<file path="config.mk">
export PLATFORM = sky130hd
export DESIGN_NAME = prga_stage
export DESIGN_NICKNAME = d
export VERILOG_FILES = /design/src/rtl/prga_stage.sv
export SDC_FILE = /design/constraint.sdc
export NUM_CORES = 1
export LEC_CHECK = 0
export BUFFER_PORTS_ARGS = -buffer_cell sky130_fd_sc_hd__buf_2
export CAP_MARGIN = 10
export CORE_UTILIZATION = 30
export CTS_CLUSTER_DIAMETER = 80
export CTS_CLUSTER_SIZE = 30
export DETAILED_ROUTE_END_ITERATION = 8
export GPL_TIMING_DRIVEN = 1
export SLEW_MARGIN = 0
export SYNTH_ARGS = -nofsm -noshare
export SYNTH_HDL_FRONTEND = slang
export SYNTH_SLANG_ARGS = --single-unit
</file>
<file path="constraint.sdc">
create_clock -name clk -period 2.5 [get_ports clk]
set_input_delay 0 -clock clk [delete_from_list [all_inputs] [get_ports clk]]
set_output_delay 0 -clock clk [all_outputs]
set_load 0.01 [all_outputs]
</file>
<file path="src/rtl/prga_stage.sv">
// RC4 pseudo-random generation stage: decrypts a length-prefixed
// ciphertext buffer using the S permutation left by key scheduling.
module prga_stage (
  input  logic       clk,
  input  logic       rst_n,
  input  logic       en,
  output logic       rdy,
  output logic [7:0] s_addr,
  output logic [7:0] s_wrdata,
  input  logic [7:0] s_rddata,
  output logic       s_wren,
  output logic [7:0] ct_addr,
  input  logic [7:0] ct_rddata,
  output logic [7:0] pt_addr,
  output logic [7:0] pt_wrdata,
  output logic       pt_wren
);

  typedef enum logic [3:0] {
    IDLE,
    RD_LEN,
    WR_LEN,
    RD_SI,
    RD_SJ,
    WR_SI,
    WR_SJ,
    RD_PAD,
    WR_PT,
    DONE
  } state_e;

  state_e     state_q, state_d;
  logic [7:0] i_q, i_d;
  logic [7:0] j_q, j_d;
  logic [7:0] si_q, si_d;
  logic [7:0] sj_q, sj_d;
  logic [7:0] len_q, len_d;
  logic [8:0] k_q, k_d;

  always_ff @(posedge clk or negedge rst_n) begin
    if (!rst_n) begin
      state_q <= IDLE;
      i_q     <= 8'd0;
      j_q     <= 8'd0;
      si_q    <= 8'd0;
      sj_q    <= 8'd0;
      len_q   <= 8'd0;
      k_q     <= 9'd0;
    end else begin
      state_q <= state_d;
      i_q     <= i_d;
      j_q     <= j_d;
      si_q    <= si_d;
      sj_q    <= sj_d;
      len_q   <= len_d;
      k_q     <= k_d;
    end
  end

  always_comb begin
    state_d = state_q;
    i_d     = i_q;
    j_d     = j_q;
    si_d    = si_q;
    sj_d    = sj_q;
    len_d   = len_q;
    k_d     = k_q;
    unique case (state_q)
      IDLE: begin
        if (en) begin
          state_d = RD_LEN;
          i_d     = 8'd0;
          j_d     = 8'd0;
          k_d     = 9'd0;
        end
      end
      RD_LEN: state_d = WR_LEN;
      WR_LEN: begin
        len_d   = ct_rddata;
        state_d = (ct_rddata == 8'd0) ? DONE : RD_SI;
      end
      RD_SI: begin
        i_d     = i_q + 8'd1;
        k_d     = k_q + 9'd1;
        state_d = RD_SJ;
      end
      RD_SJ: begin
        si_d    = s_rddata;
        j_d     = j_q + s_rddata;
        state_d = WR_SI;
      end
      WR_SI: begin
        sj_d    = s_rddata;
        state_d = WR_SJ;
      end
      WR_SJ:  state_d = RD_PAD;
      RD_PAD: state_d = WR_PT;
      // k is 9 bits wide so L=255 terminates without wrap
      WR_PT: begin
        if (k_q < {1'b0, len_q}) state_d = RD_SI;
        else                     state_d = DONE;
      end
      DONE:    state_d = IDLE;
      default: state_d = IDLE;
    endcase
  end

  always_comb begin
    rdy       = 1'b0;
    s_addr    = 8'd0;
    s_wrdata  = 8'd0;
    s_wren    = 1'b0;
    ct_addr   = 8'd0;
    pt_addr   = 8'd0;
    pt_wrdata = 8'd0;
    pt_wren   = 1'b0;
    unique case (state_q)
      IDLE:   rdy = 1'b1;
      RD_LEN: ct_addr = 8'd0;
      WR_LEN: begin
        pt_addr   = 8'd0;
        pt_wrdata = ct_rddata;
        pt_wren   = 1'b1;
      end
      RD_SI: s_addr = i_q + 8'd1;
      RD_SJ: s_addr = j_q + s_rddata;
      WR_SI: begin
        s_addr   = i_q;
        s_wrdata = s_rddata;
        s_wren   = 1'b1;
      end
      WR_SJ: begin
        s_addr   = j_q;
        s_wrdata = si_q;
        s_wren   = 1'b1;
      end
      // pad read follows both swap writes, so it sees post-swap S
      RD_PAD: begin
        s_addr  = si_q + sj_q;
        ct_addr = k_q[7:0];
      end
      WR_PT: begin
        pt_addr   = k_q[7:0];
        pt_wrdata = s_rddata ^ ct_rddata;
        pt_wren   = 1'b1;
      end
      DONE:    rdy = 1'b0;
      default: rdy = 1'b0;
    endcase
  end

endmodule

</file>
==> impl_metrics.csv, run 1 <==
group,metric,value,unit
global_route,grt_pass1_vias,3471,
synthesis,dominantRegCellSynth,"dfrtp_1",
place,dpl_worst_slack,0.206,ns
timing,relSlewSlack,53.5,%
floorplan,die_h,112,um
cells_and_area,drive_gt1_share,20.1,%
timing,post-route-min-period,2.46,ns
worst_setup_path,critPathMaxFanout,3,
cells_and_area,final_nets,570,
cells_and_area,nFillCells,1189,
floorplan,ioPinCount,62,
floorplan,dieWidth,112,um
worst_setup_path,crit_required,2.50,ns
routing,num_vias,3529,
cts,cts_tree,"built",
timing,fmax,406,MHz
place,gp_congestion,0.887,
cts,clk-insertion-delay-late,0.29,ns
synthesis,synth_edf_count,0,
worst_setup_path,critical_path_class,"flip-flop to output port",
global_route,grt_usage,17.7,%
cells_and_area,postLayoutCoreUtil,38.6,%
job,maxCapViolCount,0,
floorplan,initial_core_util,31.3,%
timing,period_share,98.5,%
routing,drc,4,
min_path,hold_path_depth,3,
timing,worst_pin_slew,0.694,ns
place,numPortBuffers,61,
cts,clkTransAtPathRegs,0.07,ns
worst_setup_path,r2r_cells,5,
outcome,status,"finished, violations left",
cts,cts.sinks,53,
timing,finalClockSkew,0.00414,ns
global_route,grt_overflow,0,
cells_and_area,final_area,4480,um^2
cts,cts_made_buffers,5,
timing,hold_ws,-0.000993,ns
timing,finalSetupViolations,0,
routing,post_drt_wl_per_cell,16.0,um
routing,drt_wl_total,10700,um
global_route,grt_max_degree,27,
cts,clock_path_buffers,2,
floorplan,coreArea,11600,um^2
synthesis,ys_async_sr_fraction,100,%
timing,setup_tns,0,ns
global_route,antenna_found_initial,0,
synthesis,syn_inst,443,
global_route,grt_pass1_wl,17700,um
cts,cts_htree_levels,2,
synthesis,yosys_warnings,0,
worst_setup_path,start_kind,"flip-flop",
place,dp_hpwl,7920,um
floorplan,die_area,12600,um^2
min_path,hold_path.class,"input port to flip-flop",
cells_and_area,area_growth_syn_to_layout,23.3,%
synthesis,yosysSeqAreaShare,36.5,%
routing,dr.pass1.iters,6,
cts,cts_root_buf,"clkbuf_16",
worst_setup_path,cp.arrival,2.46,ns
routing,via_per_inst,5.27,
routing,ant_nets,0,
synthesis,ys_ff_latch,53,
routing,drt_iter0_markers,219,
timing,final-max-slew-violation-count,0,
synthesis,yosysUniqueCellTypes,59,
worst_setup_path,cp-end-kind,"output port",
place,place_area,4170,um^2
pwr,leakagePower,2.23,nW
timing,finalHoldViolCount,1,
floorplan,rows,39,
synthesis,synth_area,3640,um^2
timing,worst_slack,0.0383,ns
timing,rsz0062_at_grt,"true",
pwr,ir_drop,0.000372,V
synthesis,synth_fp_nets,487,
pwr,powerDensity,1130,nW/um^2
synthesis,synth_area_per_cell,8.21,um^2
outcome,violations,"DRC, hold timing",
cells_and_area,antenna_cells,0,
per-layer routing:
| metal | routed length, um | GRT usage (%) | vias to the layer above |
|---|---|---|---|
| li1 | - | - | 1715 |
| met1 | 4930 | 23.5 | 1685 |
| met2 | 5010 | 30.1 | 120 |
| met3 | 692 | 3.56 | 9 |
| met4 | 92 | 3.64 | 0 |
| met5 | 0 | 0 | - |
cell usage after synthesis (7+ instances only):
library cell  count  share of area, %
o21ai_0          45               6.2
nand2_1         110                11
dfrtp_1          53                36
nor3_1            7              0.96
a21oi_1          15               2.1
ha_1             23               7.9
a21o_1            9               1.9
inv_1            11               1.1
nor2_1           30               3.1
nand3_1          10               1.4
and2_1           18               3.1
buf_2             7              0.96
layout by cell type (no fill, tap or decap), types with 3 or more instances in the layout:
master,synthesis,routed
clkbuf_16,0,5
buf_2,7,60
nor3_1,7,5
a21o_1,9,9
xnor2_1,6,6
nor4_1,3,3
mux2i_1,4,4
nand3b_1,3,3
dfrtp_1,53,53
and3_1,4,4
nand3_1,10,10
nand2b_1,4,4
and2_1,18,18
o21a_1,4,4
o21ai_0,45,43
a22o_1,3,3
a22oi_1,3,3
inv_1,11,10
o22ai_1,3,3
xor2_1,6,6
dlygate4sd3_1,0,12
nor2_1,30,30
nand2_1,110,110
o21ai_1,6,8
buf_4,2,18
a21oi_1,15,14
ha_1,23,21
kinds of logic (layout without fill, tap and decap cells):
kind of cell / after synthesis / count (layout) / synth area share (%)
compound gates: 111 / 111 / 19.2
xor+xnor: 12 / 12 / 2.89
fa+ha+maj: 25 / 25 / 9.02
buf+inv: 26 / 110 / 3.13
flops: 53 / 53 / 36.5
mux: 5 / 5 / 1.41
simple gates: 211 / 211 / 27.9
path summary, 6_finish.rpt:
| kind | startpoint | endpoint | slack [ns] |
|---|---|---|---|
| max | j_q[0] | s_addr[6] | 0.04 |
| min | s_rddata[3] | si_q[3] | -0.001 |
| max reg2reg | state_q[0] | sj_q[4] | 0.58 |
| min reg2reg | sj_q[2] | sj_q[2] | 0.50 |
| max in group asynchronous | rst_n | sj_q[1] | 1.55 |
| min in group asynchronous | rst_n | k_q[7] | 0.26 |
power by group:
part           internal [W]  switching (W)
clock network      0.000369       0.000330
registers           0.00119       0.000342
logic               0.00120        0.00164
layout make-up:
class,instances,area (um^2),share of cell area (%)
clock buffer,5,125,2.79
tap,143,179,3.99
multi-input combinational,364,2230,49.7
inverter,11,41.3,0.921
timing repair buffer,91,567,12.6
sequential,53,1330,29.6
clock inverter,3,17.5,0.391
critical path, stage by stage (launching register included):
cell	delay, ns
dfrtp_1	0.40
ha_2	0.21
fa_2	0.37
a21oi_2	0.17
o21ai_1	0.10
nand4b_1	0.12
o211ai_2	0.11
or4b_4	0.55
buf_6	0.14
through the flow:
step,power (W),cells
after floorplan,0.00337,443
after global placement,0.00418,647
after detailed placement,0.00426,647
after CTS,0.00501,667
after global routing,0.00550,670
final,0.00507,670
state kept, by name (all words and copies together), names as in the netlist:
register,count
state_q,4
si_q,8
j_q,8
len_q,8
i_q,8
sj_q,8
k_q,9
what timing repair did:
item,4_1_cts,5_1_grt
gates resized for setup,5,6
endpoints found under the hold margin,35,0
buffers inserted,0,3
hold buffers,12,0
cloned,0,0
pin swaps,1,5
endpoints found under the setup margin,1,2
Power figures use the tool's default switching activity.
==> run 2: changes to the inputs <==
Settings changed: CORE_MARGIN from default to 2.
==> impl_metrics.csv, run 2 (synthesis results as in run 1) <==
group,metric,value,unit
place,place_area,4190,um^2
timing,setup_tns,0,ns
pwr,seqPwrFrac,30.5,%
worst_setup_path,rr_endpoint,"j_q[1]",
floorplan,initial_core_util,30.5,%
min_path,hold_path.class,"input port to flip-flop",
worst_setup_path,start_kind,"flip-flop",
cts,clkTransAtPathRegs,0.07,ns
worst_setup_path,cp-end-kind,"output port",
routing,drt_wl_total,10800,um
cells_and_area,postLayoutCoreUtil,38.2,%
cells_and_area,final_area,4550,um^2
routing,drt_iter0_markers,169,
worst_setup_path,r2r_setup_slack,0.53,ns
pwr,pwr-share-clk,13.5,%
timing,hold_ws,0.00657,ns
cells_and_area,nFillCells,1252,
floorplan,die_area,13000,um^2
cells_and_area,area_growth_syn_to_layout,25.3,%
place,numPortBuffers,61,
timing,finalSetupViolations,0,
cells_and_area,antenna_cells,0,
global_route,grt_usage,17.6,%
floorplan,die_h,114,um
routing,num_vias,3527,
timing,worst_pin_slew,0.732,ns
worst_setup_path,critPathMaxFanout,3,
cells_and_area,final_nets,575,
routing,drc,0,
worst_setup_path,r2r-start,"state_q[3]",
outcome,status,"complete, no violations",
global_route,antenna_found_initial,0,
worst_setup_path,crit_required,2.50,ns
timing,relSlewSlack,51.0,%
pwr,swShare,45.2,%
cts,clock_path_buffers,2,
cells_and_area,layout_common_cells,"110 x nand2_1, 60 x buf_2, 51 x dfrtp_1",
cells_and_area,largest_reg_flops,9,
pwr,p_sw,0.00231,W
floorplan,rows,40,
cts,cts_htree_levels,2,
floorplan,dieWidth,114,um
job,maxCapViolCount,0,
pwr,power_frac_comb,56.0,%
timing,finalClockSkew,0.00674,ns
timing,period_share,98.4,%
routing,dr.pass1.iters,5,
global_route,grt_pass1_vias,3568,
cts,cts_tree,"built",
place,gp_congestion,0.881,
floorplan,coreArea,11900,um^2
worst_setup_path,cp.arrival,2.46,ns
timing,fmax,407,MHz
place,dp_hpwl,7900,um
cells_and_area,drive_gt1_share,20.3,%
worst_setup_path,critical_path_class,"flip-flop to output port",
worst_setup_path,endpoint,"s_addr[6]",
pwr,ir_drop,0.000353,V
worst_setup_path,crit_start,"j_q[0]",
routing,via_per_inst,5.19,
pwr,leakagePower,2.25,nW
cts,cts.sinks,53,
cts,clk-insertion-delay-late,0.30,ns
min_path,hp-start,"ct_rddata[0]",
routing,ant_nets,0,
pwr,p_int,0.00280,W
cts,cts_root_buf,"clkbuf_16",
timing,rsz0062_at_grt,"true",
timing,finalHoldViolCount,0,
routing,post_drt_wl_per_cell,16.0,um
pwr,total_power,0.00511,W
timing,post-route-min-period,2.46,ns
floorplan,ioPinCount,62,
pwr,powerDensity,1120,nW/um^2
cts,cts_made_buffers,5,
global_route,grt_pass1_wl,18000,um
cells_and_area,mostFrequentLayoutCell,"nand2_1",
timing,final-max-slew-violation-count,0,
cells_and_area,regMostFlops,"k_q",
worst_setup_path,r2r_cells,6,
global_route,grt_overflow,0,
global_route,grt_max_degree,22,
## run 2: cell count changes in the layout (fill, tap and decap cells not counted), moves of 2 or more
cell           delta
clkinv_2          -2
dlygate4sd3_1     +3
buf_4             +2
ha_4              +2
dfrtp_1           -2
dfrtp_2           +2
clkbuf_1          +3
## run 2: worst max-delay path, cell delays in order, from the launching register on
cell,delay [ns]
dfrtp_1,0.43
ha_4,0.19
fa_2,0.35
a21oi_2,0.19
o21ai_2,0.09
nand4b_1,0.11
o211ai_2,0.11
or4b_4,0.55
buf_6,0.14
## run 2: per-layer routing
layer | GRT usage [%] | part of all wire, % | routed length, um
met1 | 24.4 | 47 | 5080
met2 | 27.7 | 46 | 4980
met3 | 3.02 | 5.2 | 569
met4 | 6.18 | 2.0 | 214
met5 | 0 | 0 | 0
## run 2: worst min path at each step
stage                    end  slack, ns  depth (start not counted)
floorplan             i_q[0]      -0.30                          0
global placement     sj_q[2]      -0.01                          1
detailed placement   sj_q[2]      -0.01                          1
CTS                 len_q[0]      0.006                          2
global route        len_q[0]       0.01                          2
finish              len_q[0]      0.007                          2
## run 2: what timing repair did
| action | CTS | global route |
|---|---|---|
| pin swaps | 1 | 2 |
| endpoints found under the setup margin | 1 | 3 |
| buffers inserted | 0 | 3 |
| cloned | 0 | 0 |
| gates resized for setup | 5 | 10 |
| endpoints found under the hold margin | 33 | 0 |
| hold buffers | 15 | 0 |
## run 2: layout make-up
cell class                      instances  area (um^2)  share of cell area, %
Clock buffer                            8          136                   2.99
Inverter                               11         41.3                  0.907
Multi-Input combinational cell        364         2250                   49.5
Sequential cell                        53         1330                   29.2
Tap cell                              147          184                   4.04
Timing Repair Buffer                   96          612                   13.4
## run 2: metrics by stage
stage          cells  worst slack, ns
5_1_grt          679          -0.0316
3_3_place_gp     653            0.242
2_1_floorplan    443            0.409
6_report         679           0.0402
3_5_place_dp     653            0.215
4_1_cts          676          0.00345
## run 2: power by group through the flow
stage / combinational [W] / sequential (W) / clock [W]
4_1_cts: 0.00277 / 0.00154 / 0.000707
3_5_place_dp: 0.00272 / 0.00156 / 0
6_report: 0.00286 / 0.00156 / 0.000693
2_1_floorplan: 0.00198 / 0.00139 / 0
3_3_place_gp: 0.00268 / 0.00154 / 0
5_1_grt: 0.00323 / 0.00161 / 0.000746
==> run 3: changes to the inputs <==
Settings changed: CORE_ASPECT_RATIO from default to 1.5.
==> impl_metrics.csv, run 3 (synthesis results as in run 1) <==
group,metric,value,unit
routing,post_drt_wl_per_cell,15.9,um
global_route,grt_max_degree,30,
cells_and_area,drive_gt1_share,20.1,%
routing,num_vias,3513,
cts,clkTransAtPathRegs,0.07,ns
pwr,ir_drop,0.000373,V
cells_and_area,mostFrequentLayoutCell,"nand2_1",
worst_setup_path,cp-end-kind,"output port",
min_path,hold_path.class,"input port to flip-flop",
pwr,powerDensity,1130,nW/um^2
global_route,grt_overflow,0,
timing,final-max-slew-violation-count,0,
place,place_area,4190,um^2
place,dp_hpwl,8220,um
worst_setup_path,start_kind,"flip-flop",
routing,drt_iter0_markers,201,
cts,clk-insertion-delay-late,0.30,ns
cells_and_area,largest_reg_flops,9,
global_route,antenna_found_initial,0,
timing,worst_pin_slew,0.714,ns
routing,ant_nets,0,
floorplan,initial_core_util,30.6,%
place,gp_congestion,0.820,
worst_setup_path,critPathMaxFanout,4,
job,maxCapViolCount,0,
floorplan,ioPinCount,62,
routing,dr.pass1.iters,4,
timing,period_share,97.3,%
outcome,status,"complete, no violations",
worst_setup_path,cp.arrival,2.43,ns
place,numPortBuffers,61,
routing,via_per_inst,5.16,
timing,finalSetupViolations,0,
cells_and_area,regMostFlops,"k_q",
timing,fmax,411,MHz
cts,cts_root_buf,"clkbuf_16",
timing,post-route-min-period,2.43,ns
global_route,grt_pass1_vias,3487,
floorplan,dieWidth,93.9,um
timing,finalHoldViolCount,0,
floorplan,rows,49,
cells_and_area,area_growth_syn_to_layout,23.7,%
pwr,leakagePower,2.24,nW
routing,drc,0,
cts,cts_htree_levels,2,
cts,clock_path_buffers,2,
timing,finalClockSkew,0.0111,ns
floorplan,die_h,139,um
routing,drt_wl_total,10800,um
cts,cts.sinks,53,
timing,setup_tns,0,ns
cts,cts_tree,"built",
floorplan,coreArea,11900,um^2
cts,cts_made_buffers,5,
worst_setup_path,crit_required,2.50,ns
floorplan,die_area,13000,um^2
cells_and_area,layout_common_cells,"110 x nand2_1, 61 x buf_2, 53 x dfrtp_1",
global_route,grt_usage,17.0,%
timing,rsz0062_at_grt,"true",
worst_setup_path,critical_path_class,"flip-flop to output port",
timing,relSlewSlack,52.2,%
cells_and_area,final_nets,571,
global_route,grt_pass1_wl,17600,um
cells_and_area,antenna_cells,0,
cells_and_area,final_area,4500,um^2
[run 3: worst paths after layout]
kind | slack [ns] | depth (start not counted) | startpoint | endpoint
min in group asynchronous | 0.23 | 3 | rst_n | k_q[3]
setup reg to reg | 0.48 | 5 | state_q[3] | j_q[7]
hold / removal | 0.005 | 3 | s_rddata[3] | si_q[3]
max in group asynchronous | 1.93 | 3 | rst_n | i_q[1]
setup / recovery | 0.07 | 7 | si_q[2] | s_addr[6]
hold reg to reg | 0.49 | 2 | sj_q[4] | sj_q[4]
[run 3: cell type report]
class	count	area, um^2
Fill cell	1246	7390
Multi-Input combinational cell	364	2220
Sequential cell	53	1330
Timing Repair Buffer	92	568
Tap cell	153	191
Clock buffer	5	125
Inverter	11	41.3
Clock inverter	3	25.0
[run 3: metrics by stage]
stage	std cells	hold WS, ns	setup WS, ns	utilization [%]	total power (W)
2_1_floorplan	443	-0.296	0.409	-	0.00337
3_3_place_gp	658	0.0235	0.261	35.2	0.00422
3_5_place_dp	658	0.0200	0.235	35.2	0.00429
4_1_cts	678	0.00155	0.00613	37.6	0.00506
5_1_grt	681	0.0207	-0.0567	37.8	0.00551
6_report	681	0.00511	0.0683	37.8	0.00508
[run 3: repair_timing]
action,CTS,global route
hold endpoints to repair,64,0
setup buffers,0,3
endpoints found under the setup margin,1,1
hold buffers,12,0
resized for setup,2,7
pin swaps,0,3
[run 3: routing by layer]
layer  share of wire (%)  global-route usage [%]  vias up
li1                    -                       -     1717
met1                  41                    20.3     1682
met2                  52                    30.3       97
met3                 4.0                    2.23       17
met4                 2.9                    6.86        0
met5                   0                       0        -
[run 3: worst max-delay path: stages, from the launching register on]
cell and delay (ns):
dfrtp_1 0.41, ha_1 0.36, nor2b_2 0.18, o31a_1 0.30, o21a_1 0.19, o21ai_1 0.12
or4b_1 0.43, buf_2 0.15
[run 3: power breakdown]
| group | switching (W) | leakage, nW | internal, W | total, W |
|---|---|---|---|---|
| Clock | 0.000339 | 0.0704 | 0.000377 | 0.000716 |
| Sequential | 0.000363 | 0.679 | 0.00119 | 0.00155 |
| Combinational | 0.00162 | 1.49 | 0.00119 | 0.00281 |
